**src/rtl/dsp_delay_pkg.sv**
```systemverilog
//------------------------------------------------------------------------------
// Module : dsp_delay_pkg
// Brief  : Shared defaults and in-flight request tag for the sample delay line.
// Rev    : 1.0  initial release
//------------------------------------------------------------------------------
`default_nettype none

package dsp_delay_pkg;

  localparam int c_DEF_ADDR_W = 16;
  localparam int c_DEF_DATA_W = 16;

  // Tag data is sized to the package default sample width.
  typedef struct packed {
    logic                    valid;
    logic                    use_ram;
    logic [c_DEF_DATA_W-1:0] data;
  } tap_tag_t;

endpackage

`default_nettype wire

```
**src/rtl/sync_fifo.sv**
```systemverilog
//------------------------------------------------------------------------------
// Module : sync_fifo
// Brief  : Single-clock first-word-fall-through FIFO with occupancy count.
// Rev    : 1.0  initial release
//------------------------------------------------------------------------------
`default_nettype none

module sync_fifo #(
  parameter int WIDTH = 16,
  parameter int DEPTH = 4
) (
  input  logic                     clk,
  input  logic                     rst,
  input  logic                     push,
  input  logic [WIDTH-1:0]         push_data,
  input  logic                     pop,
  output logic [WIDTH-1:0]         head,
  output logic                     empty,
  output logic [$clog2(DEPTH):0]   count
);

  localparam int c_PW = $clog2(DEPTH);

  logic [WIDTH-1:0] r_mem [DEPTH];
  logic [c_PW:0]    r_wptr;
  logic [c_PW:0]    r_rptr;
  logic             w_full;
  logic             w_do_push;
  logic             w_do_pop;

  // Extra pointer MSB distinguishes full from empty.
  assign w_full    = (r_wptr[c_PW] != r_rptr[c_PW]) &&
                     (r_wptr[c_PW-1:0] == r_rptr[c_PW-1:0]);
  assign empty     = (r_wptr == r_rptr);
  assign count     = r_wptr - r_rptr;
  assign head      = r_mem[r_rptr[c_PW-1:0]];
  assign w_do_pop  = pop && !empty;
  assign w_do_push = push && (!w_full || w_do_pop);

  always_ff @(posedge clk) begin
    if (w_do_push) begin
      r_mem[r_wptr[c_PW-1:0]] <= push_data;
    end
  end

  always_ff @(posedge clk or posedge rst) begin
    if (rst) begin
      r_wptr <= '0;
      r_rptr <= '0;
    end else begin
      if (w_do_push) begin
        r_wptr <= r_wptr + 1'b1;
      end
      if (w_do_pop) begin
        r_rptr <= r_rptr + 1'b1;
      end
    end
  end

endmodule

`default_nettype wire

```
**src/rtl/delay_tap_reader.sv**
```systemverilog
//------------------------------------------------------------------------------
// Module : delay_tap_reader
// Brief  : Read tap of the circular delay buffer; one delayed sample per commit.
// Rev    : 1.0  initial release
//------------------------------------------------------------------------------
`default_nettype none

module delay_tap_reader
  import dsp_delay_pkg::*;
#(
  parameter int ADDR_W     = c_DEF_ADDR_W,
  parameter int DATA_W     = c_DEF_DATA_W,
  parameter int RD_LAT     = 1,
  parameter int FIFO_DEPTH = 4
) (
  input  logic              clk,
  input  logic              rst,
  input  logic              wr_valid,
  input  logic [ADDR_W-1:0] wr_addr,
  input  logic [DATA_W-1:0] wr_data,
  input  logic [ADDR_W-1:0] delay,
  output logic              mem_re,
  output logic [ADDR_W-1:0] mem_addr,
  input  logic [DATA_W-1:0] mem_rdata,
  output logic              out_valid,
  output logic [DATA_W-1:0] out_data,
  input  logic              out_ready,
  output logic              overflow
);

  localparam int                c_CW       = $clog2(FIFO_DEPTH);
  localparam logic [ADDR_W-1:0] c_FILL_MAX = '1;

  tap_tag_t            r_pipe [RD_LAT];
  tap_tag_t            w_tag;
  tap_tag_t            w_tail;
  logic [ADDR_W-1:0]   r_fill;
  logic [ADDR_W-1:0]   r_last_addr;
  logic                r_overflow;
  logic [ADDR_W-1:0]   w_d_eff;
  logic [ADDR_W-1:0]   w_rd_addr;
  logic                w_primed;
  logic                w_space;
  logic                w_accept;
  logic                w_issue;
  logic [c_CW:0]       w_fifo_cnt;
  logic [c_CW:0]       w_inflight;
  logic [c_CW+1:0]     w_used;
  logic                w_push;
  logic [DATA_W-1:0]   w_push_data;
  logic                w_pop;
  logic [DATA_W-1:0]   w_head;
  logic                w_empty;

  // The delay port is only ADDR_W wide, so it can never exceed the oldest sample.
  assign w_d_eff   = delay;
  assign w_primed  = (r_fill >= w_d_eff);
  assign w_rd_addr = wr_addr - w_d_eff;

  always_comb begin
    w_inflight = '0;
    for (int i = 0; i < RD_LAT; i++) begin
      w_inflight = w_inflight + (c_CW+1)'(r_pipe[i].valid);
    end
  end

  // Credit counts requests still in the read pipeline as already occupying the FIFO.
  assign w_used   = {1'b0, w_fifo_cnt} + {1'b0, w_inflight};
  assign w_space  = (w_used < (c_CW+2)'(FIFO_DEPTH));
  assign w_accept = wr_valid && w_space && !rst;
  assign w_issue  = w_accept && (w_d_eff != '0) && w_primed;

  assign mem_re   = w_issue;
  assign mem_addr = w_issue ? w_rd_addr : r_last_addr;

  always_comb begin
    w_tag         = '0;
    w_tag.valid   = w_accept;
    w_tag.use_ram = w_issue;
    if (w_accept && (w_d_eff == '0)) begin
      w_tag.data = wr_data;
    end
  end

  always_ff @(posedge clk or posedge rst) begin
    if (rst) begin
      for (int i = 0; i < RD_LAT; i++) begin
        r_pipe[i] <= '0;
      end
      r_fill      <= '0;
      r_last_addr <= '0;
      r_overflow  <= 1'b0;
    end else begin
      r_pipe[0] <= w_tag;
      for (int i = 1; i < RD_LAT; i++) begin
        r_pipe[i] <= r_pipe[i-1];
      end
      // Dropped commits still advance warm-up so address alignment holds.
      if (wr_valid && (r_fill != c_FILL_MAX)) begin
        r_fill <= r_fill + 1'b1;
      end
      if (w_issue) begin
        r_last_addr <= w_rd_addr;
      end
      if (wr_valid && !w_space) begin
        r_overflow <= 1'b1;
      end
    end
  end

  assign w_tail      = r_pipe[RD_LAT-1];
  assign w_push      = w_tail.valid;
  assign w_push_data = w_tail.use_ram ? mem_rdata : w_tail.data;

  sync_fifo #(
    .WIDTH (DATA_W),
    .DEPTH (FIFO_DEPTH)
  ) u_fifo (
    .clk       (clk),
    .rst       (rst),
    .push      (w_push),
    .push_data (w_push_data),
    .pop       (w_pop),
    .head      (w_head),
    .empty     (w_empty),
    .count     (w_fifo_cnt)
  );

  assign out_valid = !w_empty;
  assign out_data  = w_empty ? '0 : w_head;
  assign w_pop     = out_valid && out_ready;
  assign overflow  = r_overflow;

endmodule

`default_nettype wire

```
**config.mk**
```make
export PLATFORM = sky130hd
export DESIGN_NAME = delay_tap_reader
export DESIGN_NICKNAME = d
export VERILOG_FILES = /design/src/rtl/dsp_delay_pkg.sv /design/src/rtl/sync_fifo.sv /design/src/rtl/delay_tap_reader.sv
export SDC_FILE = /design/constraint.sdc
export NUM_CORES = 1
export LEC_CHECK = 0
export BUFFER_PORTS_ARGS = -buffer_cell sky130_fd_sc_hd__buf_2
export CAP_MARGIN = 20
export CORE_MARGIN = 5
export CORE_UTILIZATION = 55
export CTS_CLUSTER_DIAMETER = 100
export DETAILED_ROUTE_END_ITERATION = 7
export GPL_ROUTABILITY_DRIVEN = 1
export HOLD_SLACK_MARGIN = 0.02
export PLACE_DENSITY = 0.74
export RECOVER_POWER = 50
export SLEW_MARGIN = 0
export SYNTH_ARGS = -nofsm -noshare
export SYNTH_HDL_FRONTEND = slang
export SYNTH_SLANG_ARGS = --single-unit
```
**constraint.sdc**
```tcl
create_clock -name clk -period 4.1 [get_ports clk]
set_clock_uncertainty 0.2 [all_clocks]
set_input_delay 0 -clock clk [delete_from_list [all_inputs] [get_ports clk]]
set_output_delay 0 -clock clk [all_outputs]
set_load 0.02 [all_outputs]
```
# --- Yosys cells after proc, flatten, opt, wreduce, memory -nomap -nowiden ---
# Memories as Yosys holds them, arrays and structs flattened.
# Cells that the tools add are included.
classes:
  n_addsub: 6
  order_cmp: 2
  n_eq_ne: 4
  muxes: 6
  n_reduce_logical: 18
ops:
  columns: ["operator", "count"]
  rows:
  - ["$mux W16", 4]
  - ["$add A16 B1 Y16 const B", 1]
  - ["$ge A16 B16 Y1", 1]
  - ["$logic_not A16 Y1", 1]
  - ["$ne A16 B16 Y1 const B", 1]
  - ["$reduce_bool A16 Y1", 1]
  - ["$sub A16 B16 Y16", 1]
  - ["$logic_and A1 B1 Y1", 11]
  - ["$add A3 B1 Y3 const B", 2]
  - ["$add A3 B1 Y4", 1]
  - ["$logic_not A1 Y1", 4]
  - ["$lt A4 B3 Y1 const B", 1]
  - ["$eq A3 B3 Y1", 1]
  - ["$sub A3 B3 Y3", 1]
  - ["$eq A2 B2 Y1", 1]
  - ["$mux W1", 2]
  - ["$logic_or A1 B1 Y1", 1]
  - ["$ne A1 B1 Y1", 1]
totals:
  reg_bits: 57
  ram_bits: 64
  word_cells: 45
  mem_count: 1
mem_list:
  columns: ["memory", "depth", "word_bits", "rd", "rd_ports_with_merged_regs", "write_ports", "line", "text"]
  rows:
  - ["u_fifo.r_mem", 4, 16, 1, 0, 1, "sync_fifo.sv:24", "logic [WIDTH-1:0] r_mem [DEPTH];"]

# --- Longest topological paths before layout ---
# Gate-level depths: netlist (run 1).
depth:
  depth_word: 8
  depth_mapped: 12
  ltp_nobuf: 11

# --- Hierarchy ---
# From an unflattened synthesis (run 1), not the netlist that was laid out.
hier_totals:
  cells_unflattened: 466
  hier_area_um2: 6203.4
by_module_without_submodules:
  columns: ["mod", "n_inst", "cells_per_inst", "area_per_inst_um2", "seq_area_each_um2"]
  rows:
  - ["delay_tap_reader", 1, 337, 3438.3, 1276.2]
  - ["sync_fifo", 1, 129, 2765.2, 2072.0]

# --- Least setup slack after synthesis (run 1) ---
# OpenSTA, ideal clock, no wires.
synth_timing:
  path_type: "register -> register"
  startpoint: "reg u_fifo.r_rptr[1]"
  endpoint: "reg r_last_addr[13]"
  setup_ns: 0.173
  arrival_ns: 3.233
  required_time_ns: 3.727
  slack_ns: 0.494
  path_stages_with_launch: 13
  path_buffers: 3
  period_less_slack_ns: 3.606
  path_cell_list: "dfrtp_1 clkbuf_1 clkbuf_1 inv_1 fa_1 xnor3_1 a311oi_2 nand2_1 a21oi_2 o41ai_4 inv_4 buf_12 mux2i_1"
synth_via:
  elab_chain_len: 8
synth_rtl:
  columns: ["element", "line", "text"]
  rows:
  - ["from (decl)", "sync_fifo.sv:26", "logic [c_PW:0] r_rptr;"]
  - ["from (signal assigned)", "sync_fifo.sv:55", "r_rptr <= r_rptr + 1'b1;"]
  - ["$sub A3 B3 Y3", "sync_fifo.sv:35", "assign count = r_wptr - r_rptr;"]
  - ["$add A3 B1 Y4", "delay_tap_reader.sv:68", "assign w_used = {1'b0, w_fifo_cnt} + {1'b0, w_inflight};"]
  - ["$lt A4 B3 Y1", "delay_tap_reader.sv:69", "assign w_space = (w_used < (c_CW+2)'(FIFO_DEPTH));"]
  - ["$logic_and A1 B1 Y1 (2 in series)", "delay_tap_reader.sv:70", "assign w_accept = wr_valid && w_space && !rst;"]
  - ["via w_accept", "delay_tap_reader.sv:44", "logic w_accept;"]
  - ["$logic_and A1 B1 Y1 (2 in series)", "delay_tap_reader.sv:71", "assign w_issue = w_accept && (w_d_eff != '0) && w_primed;"]
  - ["via mem_re", "delay_tap_reader.sv:22", "output logic mem_re,"]
  - ["$mux W16", null, null]
  - ["via mem_addr[13]", "delay_tap_reader.sv:23", "output logic [ADDR_W-1:0] mem_addr,"]
  - ["to (signal assigned)", "delay_tap_reader.sv:103", "r_last_addr <= w_rd_addr;"]
  - ["to (decl)", "delay_tap_reader.sv:38", "logic [ADDR_W-1:0] r_last_addr;"]
# The timed path passes the listed nets, and every way through them passes these cells.
# A chain may end at the register's enable or synchronous reset.

# --- Final worst setup path (run 1) ---
layout_timing:
  startpoint: "reg u_fifo.r_wptr[0]"
  endpoint: "out mem_addr[2]"
layout_via:
  elab_chain_len: 8
layout_rtl:
  columns: ["element", "line", "text"]
  rows:
  - ["from (decl)", "sync_fifo.sv:25", "logic [c_PW:0] r_wptr;"]
  - ["from (signal assigned)", "sync_fifo.sv:52", "r_wptr <= r_wptr + 1'b1;"]
  - ["$sub A3 B3 Y3", "sync_fifo.sv:35", null]
  - ["$add A3 B1 Y4", "delay_tap_reader.sv:68", null]
  - ["$lt A4 B3 Y1", "delay_tap_reader.sv:69", null]
  - ["$logic_and A1 B1 Y1 (2 in series)", "delay_tap_reader.sv:70", null]
  - ["via w_accept", "delay_tap_reader.sv:44", null]
  - ["$logic_and A1 B1 Y1 (2 in series)", "delay_tap_reader.sv:71", null]
  - ["$mux W16", null, null]
  - ["to (decl)", "delay_tap_reader.sv:23", null]
# The timed path passes the listed nets, and every way through them passes these cells.

==> reports/metrics.yaml, run 1 <==
yosys:
  synth_seq_cells: 121
  synthFlopType: "edfxtp_1"
  syn-cell-area_sq_um: 6178
  avgSynthCellArea_sq_um: 13.37
  yosys.area_share.simple_pct: 10.43
  async_reset_ff_share_pct: 47.11
  synth-seq-area-share_pct: 54.19
  yosys.area.top_type: "edfxtp_1"
  postSynthNetCount: 571
  synthMuxAreaShare_pct: 12.66
  synth_edf_count: 64
  synth_xor_area_share_pct: 4.334
  synth_compound_area_share_pct: 7.027
  synthCells: 462
  synth_top_area_share_pct: 31.11
  synth_top_family_by_area: "multiplexers"
  synth_area_leaders: "edfxtp_1 (31%), dfrtp_1 (23%), ha_1 (7.9%)"
  ys_warn_count: 0
  synth_cell_types: 50
  synth_adder_area_share_pct: 8.546
setup_path:
  cp-start-kind: "flop"
  rr_worst_depth: 11
  crit_type: "reg2out"
  worstPathMaxFanout: 16
  crit_required_ns: 3.90
  r2r-end: "r_last_addr[5]"
  end_kind: "primary output"
  r2r_start: "u_fifo.r_wptr[0]"
  timing.reg2reg.setup_slack_ns: 0.90
  cp.arrival_ns: 3.47
cts:
  clk_pin_slew_ns: 0.06
  cts_buffers: 17
  clockRootBuffer: "clkbuf_16"
  clkLatencyLatePin_ns: 0.42
  cts.sink_count: 121
  clockBufferDepth: 2
  h-tree-depth: 4
  hold_buffers: 49
  cts_tree: "built"
  postCtsSetupRepairBufs: 0
  ctsResizeCount: 0
flow_run:
  max_cap_viol_count: 1
finish:
  final_cell_mix: "buf_2 (100), edfxtp_1 (64), dfrtp_1 (57)"
  fin_nets: 734
  diodes: 0
  final_common_cell: "buf_2"
  fin_area_sq_um: 7875
  fillers: 745
  drive_above_1_share_pct: 26.80
  area.growth.synth_to_final_pct: 27.46
routing:
  avgViaCountPerCell: 5.568
  post_drt_wl_per_cell_um: 18.33
  dr.pass1.iters: 5
  drt_wl_total_um: 14260
  vias: 4332
  drc: 0
  postRouteAntennaNets: 0
  drtIter0Drc: 259
place:
  dpl-instance-area_sq_um: 6840
  place_congestion: 0.9159
  numPortBuffers: 102
  dp_hpwl_um: 9319
run_status:
  outcome: "finished, violations left"
  violations: "max-capacitance violations, max-slew violations"
pwr:
  power_mw: 4.711
  peakVddDrop_mv: 0.3897
  p_leak_nw: 3.535
  p_per_area_nw_per_um2: 598.2
global_routing:
  antenna_found_initial: 0
  grt_overflow: 0
  first_global_vias: 4641
  grt_pass1_wl_um: 22830
  grt.total_usage_pct: 22.80
  grt_max_degree: 32
floorplanning:
  ios: 103
  start_util_pct: 56.50
  row_count: 38
  die_x_um: 116.0
  core_sq_um: 10940
  dieArea_sq_um: 13450
  fp.dieH_um: 116.0
timing:
  hold_slack_ns: 0.05955
  slew_violations: 32
  finalHoldViolCount: 0
  finalSetupViolCount: 0
  post-route-min-period_ns: 3.665
  fin_tns_setup_ns: 0
  worst_pin_slew_ns: 1.878
  fmax_mhz: 272.8
  rsz0062_at_grt: "false"
  slew_headroom_pct: -25.21
  period_share_pct: 89.40
min_path:
  hp-class: "in2reg"
  min_from: "wr_addr[9]"
  whs_path_depth: 4
  min_to: "r_last_addr[9]"
## state kept, by name, summed over array words and instances, names as in the netlist
name	count
u_fifo.r_mem	64
r_fill	16
w_push	1
u_fifo.r_rptr	3
r_pipe	17
r_last_addr	16
u_fifo.r_wptr	3
overflow	1
## layer usage
layer  routed length [um]  track usage [%]  vias up  share of wire [%]
met2                 7374            40.35      157                 52
met5                    0                0        -                  0
met3                  768            5.170       32                5.4
met4                  296            8.894        0                2.1
li1                     -                -     2029                  -
met1                 5825            27.03     2114                 41
## synthesized netlist by cell type, drive strengths merged (2+ instances only)
library cell and number:
a211o 2, a211oi 2, a21boi 2, a21o 4, a21oi 19, and2 39
and3 3, and4 4, buf 2, clkbuf 9, dfrtp 57, edfxtp 64
fa 2, ha 39, inv 30, mux2 33, mux2i 2, mux4 16
nand2 21, nand2b 5, nand3 10, nand4 7, nor2 17, nor2b 4
nor3 3, nor4 4, o211ai 4, o21a 5, o21ai 9, o31ai 2
xnor2 17, xor2 11
## per-stage QoR
stage               cells  utilization, %  worst slack [ns]
detailed placement    697           62.55            0.9034
global route          778           72.01            0.2750
floorplan             462               -            0.4945
CTS                   778           72.13            0.4376
global placement      697           62.55             1.021
finish                778           72.01            0.4346
## critical path, cell delays in order (launching register included)
cell and delay [ns]:
dfrtp_1 0.40, inv_1 0.15, ha_1 0.17, inv_1 0.05, fa_1 0.35, xnor3_1 0.38
a311oi_1 0.33, nand2_1 0.11, a21oi_2 0.17, o41ai_4 0.14, inv_4 0.23, mux2_2 0.39
buf_2 0.17
## cell families after synthesis
kind of cell | count (synthesis)
compound gates | 60
xor+xnor | 29
fa+ha+maj | 41
buf+inv | 41
flops | 121
mux | 51
simple gates | 119
## worst max path at each step
stage                     depth (start not counted)        startpoint               to  slack, ns
after floorplan                                  12  u_fifo.r_rptr[1]  r_last_addr[13]       0.49
after global placement                           12  u_fifo.r_wptr[0]     mem_addr[15]       1.02
after detailed placement                         12  u_fifo.r_wptr[0]     mem_addr[15]       0.90
after CTS                                        12  u_fifo.r_wptr[0]     mem_addr[15]       0.44
after global routing                             12  u_fifo.r_wptr[0]      mem_addr[5]       0.27
final                                            12  u_fifo.r_wptr[0]      mem_addr[2]       0.43
## power breakdown
group	leakage (nW)	switching (mW)	internal (mW)	total (mW)
Clock	0.265	0.542	0.858	1.40
Sequential	1.33	0.120	1.50	1.62
Combinational	1.94	0.941	0.748	1.69
## layout make-up
class                      count  area (sq um)  share of cell area (%)
sequential                   121          3348                   42.52
multi-input combinational    300          2655                   33.71
timing repair buffer         155          1025                   13.01
clock buffer                  20         456.7                   5.799
tap                          140         175.2                   2.224
inverter                      30         115.1                   1.462
clock inverter                12         100.1                   1.271
(Power assumes the default switching activity.)
==> run 2, diff against run 1 <==
--- a/config.mk
+++ b/config.mk
@@ -11,7 +11,7 @@
 export CORE_UTILIZATION = 55
 export CTS_CLUSTER_DIAMETER = 100
 export DETAILED_ROUTE_END_ITERATION = 7
-export GPL_ROUTABILITY_DRIVEN = 1
+export GPL_ROUTABILITY_DRIVEN = 0
 export HOLD_SLACK_MARGIN = 0.02
 export PLACE_DENSITY = 0.74
 export RECOVER_POWER = 50
==> constraint.sdc (replaced) <==
create_clock -name clk -period 4.7 [get_ports clk]
set_clock_uncertainty 0.2 [all_clocks]
set_input_delay 0 -clock clk [delete_from_list [all_inputs] [get_ports clk]]
set_output_delay 0 -clock clk [all_outputs]
set_load 0.02 [all_outputs]
==> run 2 against run 1 <==
Compared with the run above: the flow still finishes with violations (max-capacitance violations, max-slew violations); utilization up 0.69 points; cell count shrank 0.13%; first-iteration DRC count rose by 5.4%; setup slack improved by 0.19 ns; register-to-register slack better by 0.18 ns; total power down 9.1%; highest routed layer unchanged.
==> reports/metrics.yaml, run 2 (same netlist as run 1, synthesis figures left out) <==
floorplanning:
  dieArea_sq_um: 13450
  die_x_um: 116.0
  row_count: 38
  fp.dieH_um: 116.0
  core_sq_um: 10940
  start_util_pct: 56.50
  ios: 103
timing:
  finalSetupViolCount: 0
  worst_pin_slew_ns: 2.434
  rsz0062_at_grt: "false"
  fin_tns_setup_ns: 0
  period_share_pct: 86.65
  slew_violations: 42
  fmax_mhz: 245.6
  finalHoldViolCount: 0
  slew_headroom_pct: -62.28
  post-route-min-period_ns: 4.072
  hold_slack_ns: 0.06095
cts:
  postCtsSetupRepairBufs: 0
  cts_tree: "built"
  h-tree-depth: 4
  clockRootBuffer: "clkbuf_16"
  hold_buffers: 49
  clk_pin_slew_ns: 0.06
  clockBufferDepth: 2
  cts_buffers: 17
  ctsResizeCount: 0
  cts.sink_count: 121
  clkLatencyLatePin_ns: 0.41
finish:
  drive_above_1_share_pct: 27.00
  diodes: 0
  largest_reg_flops: 64
  fillers: 738
  fin_nets: 733
  fin_cells: 777
  area.growth.synth_to_final_pct: 28.68
  final_common_cell: "buf_2"
  final_cell_mix: "buf_2 (100), edfxtp_1 (64), dfrtp_1 (57)"
  finish.utilization_pct: 72.70
global_routing:
  first_global_vias: 4637
  grt_overflow: 0
  grt_max_degree: 42
  antenna_found_initial: 0
  grt.total_usage_pct: 22.36
  grt_pass1_wl_um: 22430
pwr:
  peakVddDrop_mv: 0.3986
  p_per_area_nw_per_um2: 538.9
  p_leak_nw: 3.567
  power_mw: 4.285
setup_path:
  crit_type: "reg2out"
  cp.arrival_ns: 3.87
  rr_worst_depth: 9
  worstPathMaxFanout: 19
  crit_required_ns: 4.50
  end_kind: "primary output"
  cp-start-kind: "flop"
run_status:
  outcome: "finished, violations left"
  violations: "max-capacitance violations, max-slew violations"
routing:
  dr.pass1.iters: 5
  drt_wl_total_um: 13910
  vias: 4235
  avgViaCountPerCell: 5.450
  drc: 0
  drtIter0Drc: 273
  postRouteAntennaNets: 0
  post_drt_wl_per_cell_um: 17.90
min_path:
  hp-class: "in2reg"
  whs_path_depth: 5
place:
  numPortBuffers: 102
  dp_hpwl_um: 9373
  dp.cells: 696
flow_run:
  max_cap_viol_count: 1
==> run 2: stage by stage <==
step | instance area, sq um | worst slack (ns)
2_1_floorplan | 6178 | 1.094
3_3_place_gp | 6833 | 1.168
3_5_place_dp | 6833 | 1.112
4_1_cts | 7956 | 0.6284
5_1_grt | 7950 | 0.2661
6_report | 7950 | 0.6275
==> run 2: critical path, stage by stage, from the launching register on <==
cell	delay, ns
dfrtp_1	0.89
inv_1	0.21
fa_1	0.47
xnor3_1	0.39
a311oi_2	0.30
nand2_1	0.10
a21oi_2	0.17
o41ai_4	0.14
inv_4	0.24
mux2_2	0.38
buf_2	0.16
==> run 2: final cells by class <==
type | count | area (sq um) | share of cell area, %
sequential | 121 | 3348 | 42.12
multi-input combinational | 300 | 2661 | 33.47
timing repair buffer | 154 | 1017 | 12.80
clock buffer | 18 | 429.2 | 5.398
clock inverter | 14 | 203.9 | 2.565
tap | 140 | 175.2 | 2.203
inverter | 30 | 115.1 | 1.448
==> run 2: metal layers <==
metal / vias to the layer above / track usage, % / share of wire (%)
met5: - / 0 / 0
met4: 0 / 8.353 / 1.4
met3: 16 / 5.640 / 5.1
met2: 134 / 39.85 / 52
met1: 2070 / 26.02 / 42
li1: 2015 / - / -
==> run 2: path summary, 6_finish.rpt <==
check	slack, ns	start	to
min in group asynchronous	0.65	rst	r_last_addr[11]
max reg2reg	1.08	u_fifo.r_rptr[1]	r_last_addr[3]
min	0.06	delay[7]	r_last_addr[7]
max	0.63	u_fifo.r_rptr[1]	mem_addr[3]
min reg2reg	0.29	r_last_addr[9]	r_last_addr[9]
max in group asynchronous	0.91	rst	r_fill[3]
==> run 2: report_power, final <==
group	internal (mW)	switching, mW
Combinational	0.654	0.793
Clock	0.933	0.454
Sequential	1.31	0.141
Total	2.90	1.39
==> run 3, diff against run 2 <==
--- a/config.mk
+++ b/config.mk
@@ -13,8 +13,9 @@
 export DETAILED_ROUTE_END_ITERATION = 7
 export GPL_ROUTABILITY_DRIVEN = 0
 export HOLD_SLACK_MARGIN = 0.02
-export PLACE_DENSITY = 0.74
+export PLACE_DENSITY = 0.78
 export RECOVER_POWER = 50
+export SKIP_LAST_GASP = 1
 export SLEW_MARGIN = 0
 export SYNTH_ARGS = -nofsm -noshare
 export SYNTH_HDL_FRONTEND = slang
==> constraint.sdc (replaced) <==
create_clock -name clk -period 4.7 [get_ports clk]
set_clock_uncertainty 0.2 [all_clocks]
set_input_delay 0.94 -clock clk [delete_from_list [all_inputs] [get_ports clk]]
set_output_delay 0.94 -clock clk [all_outputs]
set_load 0.02 [all_outputs]
==> run 3 against run 2 <==
Compared with the run above: the run still ends with max-capacitance violations, max-slew violations left; total power down 0.98%; combinational power about the same; register-to-register slack better by 0.52 ns.
==> reports/metrics.yaml, run 3 (same netlist as run 1, synthesis figures left out) <==
cts:
  cts_tree: "built"
  clockRootBuffer: "clkbuf_16"
  hold_buffers: 0
  cts.sink_count: 121
  cts_buffers: 17
  clkLatencyLatePin_ns: 0.42
  clk_pin_slew_ns: 0.06
  h-tree-depth: 4
  clockBufferDepth: 2
flow_run:
  max_cap_viol_count: 1
setup_path:
  cp.arrival_ns: 3.37
  crit_type: "reg2out"
  crit_required_ns: 3.56
  worstPathMaxFanout: 9
  cp-start-kind: "flop"
  end_kind: "primary output"
timing:
  post-route-min-period_ns: 4.508
  slew_violations: 38
  worst_pin_slew_ns: 1.523
  fin_tns_setup_ns: 0
  worst_slack_ns: 0.1920
  finalSetupViolCount: 0
  hold_slack_ns: 0.2618
  period_share_pct: 95.92
  finalHoldViolCount: 0
  rsz0062_at_grt: "false"
  fmax_mhz: 221.8
  slew_headroom_pct: -1.549
floorplanning:
  die_x_um: 116.0
  core_sq_um: 10940
  fp.dieH_um: 116.0
  dieArea_sq_um: 13450
  row_count: 38
  start_util_pct: 56.50
  ios: 103
pwr:
  peakVddDrop_mv: 0.3789
  p_leak_nw: 3.401
  p_per_area_nw_per_um2: 566.1
routing:
  drt_wl_total_um: 13550
  drc: 0
  vias: 4190
  avgViaCountPerCell: 5.732
  dr.pass1.iters: 5
  post_drt_wl_per_cell_um: 18.53
  postRouteAntennaNets: 0
  drtIter0Drc: 267
global_routing:
  grt_pass1_wl_um: 21900
  use_met3_pct: 4.439
  first_global_vias: 4459
  antenna_found_initial: 0
  grt_max_degree: 38
  met2_usage_pct: 37.36
  use_met1_pct: 25.87
  grt_overflow: 0
  grt.total_usage_pct: 21.52
  grt.busiest_layer: "met2"
finish:
  fin_nets: 688
  drive_above_1_share_pct: 30.29
  area.growth.synth_to_final_pct: 21.30
  diodes: 0
  fillers: 789
  final_cell_mix: "buf_2 (102), edfxtp_1 (64), dfrtp_1 (57)"
  final_common_cell: "buf_2"
  largest_reg_flops: 64
run_status:
  outcome: "finished, violations left"
  violations: "max-capacitance violations, max-slew violations"
place:
  dp_slack_ns: 0.3092
  numPortBuffers: 102
  dp_hpwl_um: 9376
min_path:
  hp-class: "reg2reg"
==> run 3: cell count changes in the layout (fill, tap and decap cells not counted), moves of 2 or more <==
cell	before	now
clkinv_1	2	0
buf_4	2	4
clkinvlp_4	3	1
buf_2	100	102
dlygate4sd3_1	49	0
clkbuf_1	4	2
buf_6	0	2
==> run 3: where the power goes <==
group / switching (mW) / internal [mW]
clock network: 0.464 / 0.896
registers: 0.109 / 1.31
logic: 0.830 / 0.633
total: 1.40 / 2.84
==> run 3: routing by layer <==
| layer | up-vias | routed length (um) |
|---|---|---|
| met3 | 31 | 846 |
| li1 | 1932 | - |
| met4 | 0 | 334 |
| met1 | 2071 | 5400 |
| met2 | 156 | 6966 |
| met5 | - | 0 |
==> run 3: cell type report <==
type / instances / area, sq um / area share (%)
sequential: 121 / 3348 / 44.67
tap: 140 / 175.2 / 2.337
multi-input combinational: 300 / 2661 / 35.51
clock buffer: 19 / 442.9 / 5.910
timing repair buffer: 109 / 566.8 / 7.563
inverter: 30 / 126.4 / 1.686
clock inverter: 12 / 173.9 / 2.321
==> run 3: what timing repair did <==
action                     CTS  global route
gates resized for setup      0             4
setup buffers                0             3
setup endpoints to repair    0            13
==> run 3: path summary, 6_finish.rpt <==
kind | slack, ns | cells past startpoint | startpoint | endpoint
max reg2reg | 1.60 | 12 | u_fifo.r_wptr[0] | r_last_addr[14]
min | 0.26 | 1 | overflow | overflow
min reg2reg | 0.26 | 1 | overflow | overflow
max | 0.19 | 13 | u_fifo.r_wptr[0] | mem_addr[9]
max in group asynchronous | 1.75 | 3 | rst | u_fifo.r_wptr[2]
min in group asynchronous | 0.77 | 2 | rst | r_last_addr[0]
==> run 3: worst max-delay path, cell delays in order (launching register included) <==
cell      delay (ns)
dfrtp_1         0.41
inv_1           0.16
ha_1            0.18
inv_1           0.05
fa_1            0.38
xnor3_1         0.21
a311oi_2        0.26
nand2_1         0.10
a21oi_2         0.18
o41ai_4         0.13
bufinv_8        0.25
buf_6           0.17
mux2_4          0.32
buf_2           0.16
==> run 3: through the flow <==
step	std cells	cell area [sq um]	utilization (%)	total power, mW
finish	731	7495	68.54	4.243
CTS	727	7450	68.12	4.270
detailed placement	696	6833	62.48	2.902
global placement	696	6833	62.48	2.844
global route	731	7495	68.54	4.466
floorplan	462	6178	-	2.461
